===== config.mk =====
export PLATFORM = sky130hd
export DESIGN_NAME = branch_resolve_unit
export DESIGN_NICKNAME = d
export VERILOG_FILES = /design/src/rtl/bru_pkg.sv /design/src/rtl/bru_fifo.sv /design/src/rtl/branch_resolve_unit.sv
export SDC_FILE = /design/constraint.sdc
export NUM_CORES = 1
export LEC_CHECK = 0
export CAP_MARGIN = 0
export CORE_MARGIN = 3
export CORE_UTILIZATION = 60
export DETAILED_ROUTE_END_ITERATION = 10
export GPL_ROUTABILITY_DRIVEN = 0
export PLACE_DENSITY = 0.85
export SYNTH_ARGS = -nofsm -noshare
export SYNTH_HDL_FRONTEND = slang
export SYNTH_SLANG_ARGS = --single-unit

===== constraint.sdc =====
create_clock -name clk -period 10.4 [get_ports clk]
set_input_delay 1.04 -clock clk [delete_from_list [all_inputs] [get_ports clk]]
set_output_delay 1.04 -clock clk [all_outputs]
set_load 0.05 [all_outputs]

===== src/rtl/bru_pkg.sv =====
// -----------------------------------------------------------------------------
// bru_pkg
// Shared types and helpers for the branch resolve unit.
//   bru_entry_t    : one in-flight prediction as captured at fetch
//   PC_INC         : fall-through PC increment
//   is_mispredict(): compares a queued prediction against the EX outcome
// -----------------------------------------------------------------------------
package bru_pkg;

  localparam int BRU_AW = 32;
  localparam int PC_INC = 4;

  typedef struct packed {
    logic              pred_taken;
    logic [BRU_AW-1:0] pred_addr;
    logic [BRU_AW-1:0] pred_pc;
    logic [BRU_AW-1:0] pred_next_pc;
  } bru_entry_t;

  // A taken branch is also wrong when it went to a different target than the
  // predictor supplied; a not-taken branch only cares about direction.
  function automatic logic is_mispredict(input bru_entry_t        entry,
                                         input logic              taken,
                                         input logic [BRU_AW-1:0] target);
    return (taken != entry.pred_taken) ||
           (taken && (target != entry.pred_addr));
  endfunction

endpackage


===== src/rtl/bru_fifo.sv =====
// -----------------------------------------------------------------------------
// bru_fifo
// Synchronous circular FIFO of bru_entry_t with a clear input.
// Ports:
//   clk, Reset : clock, synchronous active-high reset
//   clear      : empties the queue on this edge, overriding push and pop
//   push, din  : write strobe and entry; dropped when full unless popping
//   pop        : removes the head; ignored when empty
//   head       : oldest entry (valid when !empty)
//   full, empty: decoded from the registered count
// -----------------------------------------------------------------------------
module bru_fifo
  import bru_pkg::*;
#(
  parameter int DEPTH = 4
) (
  input  logic       clk,
  input  logic       Reset,
  input  logic       clear,
  input  logic       push,
  input  logic       pop,
  input  bru_entry_t din,
  output bru_entry_t head,
  output logic       full,
  output logic       empty
);

  localparam int PW = $clog2(DEPTH);
  localparam int CW = PW + 1;

  bru_entry_t      mem [DEPTH];
  logic [PW-1:0]   wr_ptr;
  logic [PW-1:0]   rd_ptr;
  logic [CW-1:0]   count;
  logic            do_push;
  logic            do_pop;

  assign full  = (count == CW'(DEPTH));
  assign empty = (count == '0);
  assign head  = mem[rd_ptr];

  // A pop in the same cycle frees a slot, so a push into a full queue is
  // still accepted when the head is leaving.
  assign do_pop  = pop && !empty;
  assign do_push = push && (!full || do_pop);

  // NOTE: storage is not reset; entries are only observed through the
  // count-guarded head, so clearing the array would just cost reset fan-out.
  always_ff @(posedge clk) begin
    if (do_push && !clear) begin
      mem[wr_ptr] <= din;
    end
  end

  // DEPTH is a power of two, so pointers wrap by natural overflow.
  always_ff @(posedge clk) begin
    if (Reset || clear) begin
      wr_ptr <= '0;
      rd_ptr <= '0;
      count  <= '0;
    end else begin
      if (do_push) wr_ptr <= wr_ptr + 1'b1;
      if (do_pop)  rd_ptr <= rd_ptr + 1'b1;
      case ({do_push, do_pop})
        2'b10:   count <= count + 1'b1;
        2'b01:   count <= count - 1'b1;
        default: count <= count;
      endcase
    end
  end

endmodule


===== src/rtl/branch_resolve_unit.sv =====
// -----------------------------------------------------------------------------
// branch_resolve_unit
// Pairs in-order branch predictions from fetch with EX-stage outcomes, raises a
// one-cycle flush plus corrected PC on mispredict, and returns every actual
// outcome to the predictor as its training input.
// Ports:
//   clk, Reset          : clock, synchronous active-high reset
//   pred_valid/taken/addr/pc/next_pc : prediction push from fetch
//   res_valid/taken/target           : resolution of the oldest branch from EX
//   full, empty         : queue status (fetch stalls pushes on full)
//   flush, redirect_pc  : registered squash pulse and corrected fetch PC
//   update_valid/taken/pc : registered predictor training pulse
//   underflow_err       : sticky, resolve seen with nothing queued
// Optional build macro BRU_STATS_EN adds stat_branches / stat_mispredicts,
// saturating 32-bit counters of accepted resolves and mispredicts.
// -----------------------------------------------------------------------------
module branch_resolve_unit
  import bru_pkg::*;
#(
  parameter int DEPTH = 4,
  parameter int AW    = BRU_AW
) (
  input  logic          clk,
  input  logic          Reset,
  input  logic          pred_valid,
  input  logic          pred_taken,
  input  logic [AW-1:0] pred_addr,
  input  logic [AW-1:0] pred_pc,
  input  logic [AW-1:0] pred_next_pc,
  input  logic          res_valid,
  input  logic          res_taken,
  input  logic [AW-1:0] res_target,
  output logic          full,
  output logic          empty,
  output logic          flush,
  output logic [AW-1:0] redirect_pc,
  output logic          update_valid,
  output logic          update_taken,
  output logic [AW-1:0] update_pc,
  output logic          underflow_err
`ifdef BRU_STATS_EN
  ,
  output logic [31:0]   stat_branches,
  output logic [31:0]   stat_mispredicts
`endif
);

  bru_entry_t push_entry;
  bru_entry_t head;
  logic       accept_res;
  logic       mispredict;

  assign push_entry = '{pred_taken:   pred_taken,
                        pred_addr:    pred_addr,
                        pred_pc:      pred_pc,
                        pred_next_pc: pred_next_pc};

  assign accept_res = res_valid && !empty;
  assign mispredict = accept_res && is_mispredict(head, res_taken, res_target);

  // On a mispredict every younger queued entry is wrong-path, so the whole
  // queue is cleared, which also discards any same-cycle push.
  bru_fifo #(.DEPTH(DEPTH)) u_fifo (
    .clk   (clk),
    .Reset (Reset),
    .clear (mispredict),
    .push  (pred_valid),
    .pop   (accept_res),
    .din   (push_entry),
    .head  (head),
    .full  (full),
    .empty (empty)
  );

  // NOTE: sequential state uses non-blocking assignments so every register
  // samples pre-edge values regardless of statement order.
  always_ff @(posedge clk) begin
    if (Reset) begin
      flush         <= 1'b0;
      redirect_pc   <= '0;
      update_valid  <= 1'b0;
      update_taken  <= 1'b0;
      update_pc     <= '0;
      underflow_err <= 1'b0;
    end else begin
      flush        <= mispredict;
      update_valid <= accept_res;
      if (accept_res) begin
        update_taken <= res_taken;
        update_pc    <= head.pred_pc;
      end
      if (mispredict) begin
        redirect_pc <= res_taken ? res_target : head.pred_next_pc;
      end
      if (res_valid && empty) begin
        underflow_err <= 1'b1;
      end
    end
  end

`ifdef BRU_STATS_EN
  always_ff @(posedge clk) begin
    if (Reset) begin
      stat_branches    <= '0;
      stat_mispredicts <= '0;
    end else begin
      if (accept_res && (stat_branches != '1)) begin
        stat_branches <= stat_branches + 1'b1;
      end
      if (mispredict && (stat_mispredicts != '1)) begin
        stat_mispredicts <= stat_mispredicts + 1'b1;
      end
    end
  end
`endif

endmodule


-- Word-level counts from Yosys, hierarchy flattened
Memories as Yosys holds them, arrays and structs flattened. A register that Yosys moved wholly into a read port is not among the register bits.
Index checks and enable logic that the tools add are counted.
- bits in registers: 75
- latch bits: 0
- bits in writable memories: 388
- memory bits (read-only): 0
- logic and storage cells: 40
- memories: 1
- $add $sub $neg: 4
- $mul: 0
- div/mod/pow operators: 0
- order comparisons: 0
- equality and inequality tests: 5
- shift operators: 0
- muxes and demuxes: 6
- bitwise logic cells: 0
- reduce and logical (&&, ||, !) cells: 15
- memories (memory ; words ; bits a word ; read ports ; clocked after Yosys merged registers in ; write ports ; line ; RTL):
    u_fifo.mem ; 4 ; 97 ; 1 ; 1 ; 1 ; bru_fifo.sv:31 ; bru_entry_t mem [DEPTH];
- operators by type and width (kind ; count):
    $mux W32 ; 1
    $ne A32 B32 Y1 ; 1
    $logic_and A1 B1 Y1 ; 7
    $pmux W3 S2 ; 1
    $add A2 B1 Y2 const B ; 2
    $mux W2 ; 2
    $add A3 B1 Y3 const B ; 1
    $eq A3 B3 Y1 const B ; 1
    $logic_not A1 Y1 ; 3
    $logic_not A3 Y1 ; 1
    $logic_or A1 B1 Y1 ; 3
    $sub A3 B1 Y3 const B ; 1
    $eq A2 B1 Y1 const B ; 1
    $eq A2 B2 Y1 const B ; 1
    $mux W1 ; 2
    $reduce_bool A2 Y1 ; 1
    $ne A1 B1 Y1 ; 1

-- Depth between registers and ports, before layout
Gate-level depths: netlist of the first run.
- depth after elaboration: 9
- gate-level depth with buffers: 12
- gate-level depth less buffers: 9

-- Hierarchy
From an unflattened synthesis of the first run, not the netlist that was laid out.
- cell total of the unflattened synthesis: 1162
- area total of the unflattened synthesis: 18724.2 sq um
- by module, submodules not included (module ; instances ; cells each ; area each (sq um) ; seq. area each (sq um)):
    bru_fifo ; 1 ; 561 ; 14505.2 ; 11831.3
    branch_resolve_unit ; 1 ; 601 ; 4219.0 ; 1361.3

-- Least setup slack after synthesis of the first run
No wires, ideal clock.
- path kind: register -> register
- from: register u_fifo.count[0]
- to: memory u_fifo.mem[0][0] (netlist bit) (enable)
- library setup time: 535 ps
- arrival: 6235 ps
- slack: 3630 ps
- cell stages (with the launch flop): 9
- buffers on the path: 3
- period minus slack after synthesis: 6770 ps
- path through: dfxtp_1 -> nor3_1 -> nand2b_1 -> clkbuf_1 -> nor2_1 -> o21a_1 -> buf_6 -> buf_6 -> nor3b_2
- longest elaborated chain between the ends: 9
- ends and longest elaborated chain (item ; line ; RTL):
    from (decl) ; bru_fifo.sv:34 ; logic [CW-1:0] count;
    from (signal assigned) ; bru_fifo.sv:65 ; 2'b10: count <= count + 1'b1;
    from (signal assigned) ; bru_fifo.sv:66 ; 2'b01: count <= count - 1'b1;
    from (signal assigned) ; bru_fifo.sv:67 ; default: count <= count;
    $logic_not A3 Y1 (*) ; bru_fifo.sv:39 ; assign empty = (count == '0);
    net empty ; branch_resolve_unit.sv:34 ; output logic empty,
    $logic_not A1 Y1 (*) ; bru_fifo.sv:44, branch_resolve_unit.sv:58 ;
    $logic_and A1 B1 Y1 ; branch_resolve_unit.sv:58 ; assign accept_res = res_valid && !empty;
    $logic_and A1 B1 Y1 ; bru_fifo.sv:44 ; assign do_pop = pop && !empty;
    $logic_or A1 B1 Y1 ; bru_fifo.sv:45 ; assign do_push = push && (!full || do_pop);
    $logic_and A1 B1 Y1 ; bru_fifo.sv:45 ;
    $logic_and A1 B1 Y1 (*) ; bru_fifo.sv:50 ; if (do_push && !clear) begin
    $mux W1 (*) ; bru_fifo.sv:50 ;
    $mux W1 (not written as such) (*) ; bru_fifo.sv:51 ; mem[wr_ptr] <= din;
    to (decl) ; bru_fifo.sv:31 ;
Mark *: on every way through the listed nets, which the timed path passes. The rest lies on a longest branch.

==> results of run 1 <==
power by group through the flow:
stage                     Clock, mW  Combinational [mW]  Sequential [mW]
after CTS                      1.54                1.34             2.46
final                          1.52                1.33             2.46
after global routing           1.61                1.40             2.48
after detailed placement          0                1.32             2.49
after floorplan                   0               0.554             2.81
after global placement            0                1.29             2.47
state kept, by name (all words and copies together), names as in the netlist, named ones only:
name / cells
u_fifo.count: 3
u_fifo.rd_ptr: 2
u_fifo.mem: 388
update_taken: 1
underflow_err: 1
update_pc: 32
u_fifo.wr_ptr: 2
flush: 1
update_valid: 1
redirect_pc: 32
area by class of cell:
class                   count  area, um^2
flip-flops and latches    465       13200
multi-input cells         448        4300
clock inverters            21         176
clock buffers              59        1200
well taps                 384         480
repair buffers            216        2140
fillers                  1552        7410
inverters                   6        22.5
diodes                      3        7.51
layout by cell type (no fill, tap or decap), types with 5 or more instances in the layout:
cell type / count
clkinv_1: 8
nor2b_1: 33
inv_1: 6
xnor2_1: 27
edfxtp_1: 388
clkbuf_16: 45
buf_4: 13
clkbuf_1: 12
clkinv_2: 8
nor3_2: 5
dfxtp_1: 75
nor2_1: 41
nand2_1: 73
a21oi_1: 36
mux2i_1: 21
mux4_2: 87
xor2_1: 7
clkdlybuf4s50_1: 202
o32a_1: 32
nor3_1: 36
nand4_1: 5
worst min-delay path by stage:
stage                                 from       endpoint  slack [ns]  cells after the start
after floorplan           u_fifo.rd_ptr[1]           flop        0.52                      2
after global placement       update_pc[30]  update_pc[30]        0.44                      2
after detailed placement     update_pc[30]  update_pc[30]        0.45                      2
after CTS                    update_pc[30]  update_pc[30]        0.45                      2
after global routing         update_pc[18]  update_pc[18]        0.47                      2
final                        update_pc[28]  update_pc[28]        0.45                      2
per-layer routing:
layer | share of wire (%) | GRT usage (%) | routed length [um]
met1 | 37 | 34.3 | 14900
met2 | 51 | 42.2 | 20400
met3 | 9.3 | 5.62 | 3740
met4 | 2.9 | 8.84 | 1170
met5 | 0.032 | 0 | 13
tightest hold or removal path: cells and delay by family (launching register included):
family	cells	cell delay (ns)
AND/OR/NAND/NOR	1	0.05
AO/OA/AOI/OAI	1	0.05
flip-flops	1	0.31
through the flow:
stage | instance area (um^2) | total power [mW] | worst slack, ns | hold WS [ns] | utilization, %
detailed placement | 20100 | 3.81 | 4.70 | 0.447 | 69.6
CTS | 21500 | 5.33 | 4.66 | 0.455 | 74.4
finish | 21500 | 5.30 | 4.65 | 0.451 | 74.4
global route | 21500 | 5.49 | 4.32 | 0.469 | 74.4
global placement | 20100 | 3.75 | 4.81 | 0.443 | 69.6
floorplan | 17800 | 3.36 | 3.63 | 0.515 | -
cells by family after synthesis:
logic type	count (synthesis)	synth area share [%]
buffers and inverters	64	1.89
xor gates and xnor gates	34	1.67
AOI/OAI and AO/OA	92	3.83
DFF	465	74.2
muxes	108	12.2
and+or+nand+nor	209	5.82
adders and majority gates	5	0.394
==> flow_summary.ini, run 1 <==
[power_and_ir_drop]
leakage_nw = 6.80
comb_power_share_pct = 25.0
power_density_nw_per_um2 = 246
vdd_ir_drop_max_mv = 0.129
seq_power_share_pct = 46.3
intPower_mw = 3.70
power_switching_mw = 1.60
netSwitchingFraction_pct = 30.2
power.clock.fraction_pct = 28.7

[sta]
drv_slew = 0
worst-slew-pin-transition_ns = 1.21
maxSlewHeadroom_pct = 19.4
setup_violations = 0
fin_skew_ns = 0.0222
hold_violations = 0
fin_setup_tns_ns = 0
max_freq_mhz = 174
rsz0062_at_grt = no
period_needed_ns = 5.75
finalCritPeriodShare_pct = 55.2

[critical_path]
critical_path_depth = 9
critPathMaxFanout = 78
cp.required_ns = 10.58
crit_buf_inv = 2
crit_family = simple AND/OR/NAND/NOR gates
end_kind = flop
r2r-end = u_fifo.mem[0][11]
cp_slowest_cell = nor3b_4
worstSetupStartpointType = flop
crit_type = reg -> reg
critPathMaxStageDelay_ns = 1.09
arrival_ns = 5.92
cp_cell_sequence = buf_4 -> mux2i_1 -> o21bai_1 -> nor4_1 -> o2111a_1 -> nand4_1 -> o21a_2 -> nor3b_4 -> buf_12
rrSetupSlack_ns = 4.65
crit_path_end = u_fifo.mem[0][11]
ff2ff_path_depth = 9

[synth]
yosys_register_bits = 465
yosysTopAreaCell = edfxtp_1
synth.most_common_cell = edfxtp_1
yosysWarningCount = 0
synth.avg_cell_area_um2 = 18.2
synth_area_leaders = edfxtp_1, mux4_2, dfxtp_1
ys_async_sr_fraction_pct = 0
ys_types = 46
synth_common_cells = edfxtp_1, mux4_2, dfxtp_1
yosys.area.top_type_share_pct = 65.5
syn_area_um2 = 17800
synth_cells = 977
synth_nets = 1116
synth_edf_count = 388
synth_seq_area_share_pct = 74.2
synth_top_flop_cell = edfxtp_1

[clock_network]
cts_tree = yes
cts-buffers-inserted = 44
ctsRootBufferMaster = clkbuf_16
clock_path_buffers = 3
clk_latency_ns = 0.54
cts-hold-fix-buffers = 0
cts.sinks = 465
post_cts_resized = 0
htree_levels = 2
cts_setup_buffers = 0
clk_pin_slew_worst_paths_ns = 0.06

[route]
drtIter0Drc = 1180
drtAntennaViolNets = 0
drt-vias-per-instance = 6.21
wl_per_cell_um = 25.1
dr_total_vias = 9949
drt-total-wl_um = 40300
drtPass1Iterations = 5
post-route-drc-count = 0

[placed_design]
portBuffers = 203
place_inst = 1519
dp_hpwl_um = 24300

[floorplan]
io-pin-count = 204
die_w_um = 178
die_area_um2 = 31700
die_y_um = 178
initial_utilization_pct = 61.5
row_count = 62
core_area_um2 = 28900

[grt]
grt_pass1_vias = 10245
grt_max_degree = 79
grt_use_total_pct = 25.6
grt_pass1_wl_um = 60500
grt-ovfl-total = 0
grt_antenna_before_repair = 4

[hold_path]
hold_class = reg -> reg

[cells_and_area]
area_growth_pct = 21.0
layout.cells.non_filler = 1602
drive_gt1_share_pct = 14.7
final_nets = 1320

[status]
status = finished clean

[flow_run]
cap_violations = 0
Note: power is estimated with default switching activity, not from simulation.
==> inputs of run 2 (changes only) <==
- CORE_UTILIZATION: 60 -> 50
- PLACE_DENSITY: 0.85 -> 0.75
- clock period: 10.4 -> 4.9 ns (I/O delays scaled with it)
==> run 2 against run 1 <==
  * Non-clock buffer count grew 9
  * Critical endpoint is now u_fifo.mem[2][70]
  * Register-to-register slack worse by 4.0 ns
  * Clock-buffer cell count stayed put
  * Maximum frequency grew 37%
  * Combinational power grew 110%
  * Largest cell class unchanged
  * Wire length about the same
  * Largest power group unchanged
==> flow_summary.ini, run 2 (synthesized netlist as in run 1, its figures left out) <==
[placed_design]
dpl_cell_area_um2 = 20300
dp_hpwl_um = 26000
portBuffers = 203
place_inst = 1599

[critical_path]
critPathMaxFanout = 47
cp.required_ns = 5.09
end_kind = flop
ff2ff_path_depth = 8
arrival_ns = 4.40
worstSetupStartpointType = flop
crit_type = reg -> reg
rrSetupSlack_ns = 0.69

[sta]
drv_slew = 0
max_freq_mhz = 238
holdWs_ns = 0.454
fin_skew_ns = 0.0205
rsz0062_at_grt = no
hold_violations = 0
maxSlewHeadroom_pct = 32.9
finalCritPeriodShare_pct = 85.9
period_needed_ns = 4.21
worst-slew-pin-transition_ns = 1.01
setup_violations = 0

[clock_network]
htree_levels = 2
clk_pin_slew_worst_paths_ns = 0.06
clk_latency_ns = 0.56
cts-hold-fix-buffers = 0
cts-buffers-inserted = 47
cts.sinks = 465
post_cts_resized = 0
cts_tree = yes
cts_setup_buffers = 0
ctsRootBufferMaster = clkbuf_16
clock_path_buffers = 3

[cells_and_area]
layout_commonest_cell = edfxtp_1
largest_register = u_fifo.mem
finalInstanceArea_um2 = 21800
layout.cells.non_filler = 1683
final_nets = 1332
top_regs = u_fifo.mem: 388 flops, redirect_pc: 32 flops, update_pc: 32 flops
final_cell_mix = edfxtp_1, clkdlybuf4s50_1, mux4_2, dfxtp_1, nand2_1
drive_gt1_share_pct = 15.4
multiInputGateArea_um2 = 4300
n_fill_cell = 2403
regArea_um2 = 13200
area_growth_pct = 22.6
largest_reg_flops = 388

[power_and_ir_drop]
power_density_nw_per_um2 = 525
leakage_nw = 6.89
vdd_ir_drop_max_mv = 0.445

[route]
dr_total_vias = 9672
drt-total-wl_um = 40300
drtPass1Iterations = 6
drt-vias-per-instance = 5.75
wl_per_cell_um = 23.9
drtAntennaViolNets = 0
post-route-drc-count = 0
drtIter0Drc = 737

[flow_run]
cap_violations = 0

[hold_path]
worstHoldStart = update_pc[26]
hold_class = reg -> reg
hold_depth = 2

[grt]
grt-ovfl-total = 0
grt_max_degree = 79
grt_pass1_vias = 9951
grt_use_total_pct = 21.2
grt_pass1_wl_um = 61000
grt_antenna_before_repair = 2

[status]
status = finished clean

[floorplan]
row_count = 68
initial_utilization_pct = 51.1
core_area_um2 = 34800
die_y_um = 195
die_area_um2 = 37900
io-pin-count = 204
die_w_um = 195
run 2: path summary, 6_finish.rpt:
kind                       endpoint
setup / recovery  u_fifo.mem[2][70]
hold / removal        update_pc[26]
hold reg to reg       update_pc[26]
setup reg to reg  u_fifo.mem[2][70]
run 2: final cells by class:
cell class / instances / area share [%]
Clock buffer: 59 / 5.60
Inverter: 6 / 0.103
Timing Repair Buffer: 225 / 10.4
Sequential cell: 465 / 60.6
Clock inverter: 24 / 1.02
Tap cell: 455 / 2.61
Multi-Input combinational cell: 448 / 19.7
Antenna cell: 1 / 0.0115
run 2: per-layer routing:
metal	share of wire, %	wire length, um	track usage, %
met5	0.050	20	0
met4	2.9	1180	6.91
met3	6.2	2510	4.00
met2	50	20100	34.9
met1	41	16500	28.9
run 2: critical path, cell delays in order (launching register included):
cell     delay (ns)
dfxtp_4        0.85
mux4_2         0.62
xnor2_1        0.15
nand4_1        0.14
nor4_1         0.32
nand4_1        0.28
o21a_2         0.48
nor3b_4        0.31
buf_4          0.59
run 2: through the flow:
| stage | setup TNS [ns] | power, mW | worst slack, ns | utilization (%) |
|---|---|---|---|---|
| final | 0 | 11.4 | 0.691 | 62.6 |
| after global routing | 0 | 11.9 | 0.401 | 62.6 |
| after CTS | 0 | 11.5 | 0.660 | 62.6 |
| after detailed placement | 0 | 8.14 | 0.678 | 58.5 |
| after global placement | 0 | 8.07 | 0.757 | 58.5 |
| after floorplan | -85.61 | 7.14 | -0.221 | - |
run 2: power breakdown:
part           total [mW]  leakage, nW  switching [mW]  internal (mW)
Combinational        2.84         2.00            1.78           1.06
Clock                3.40        0.705            1.43           1.97
Sequential           5.20         4.18           0.247           4.96
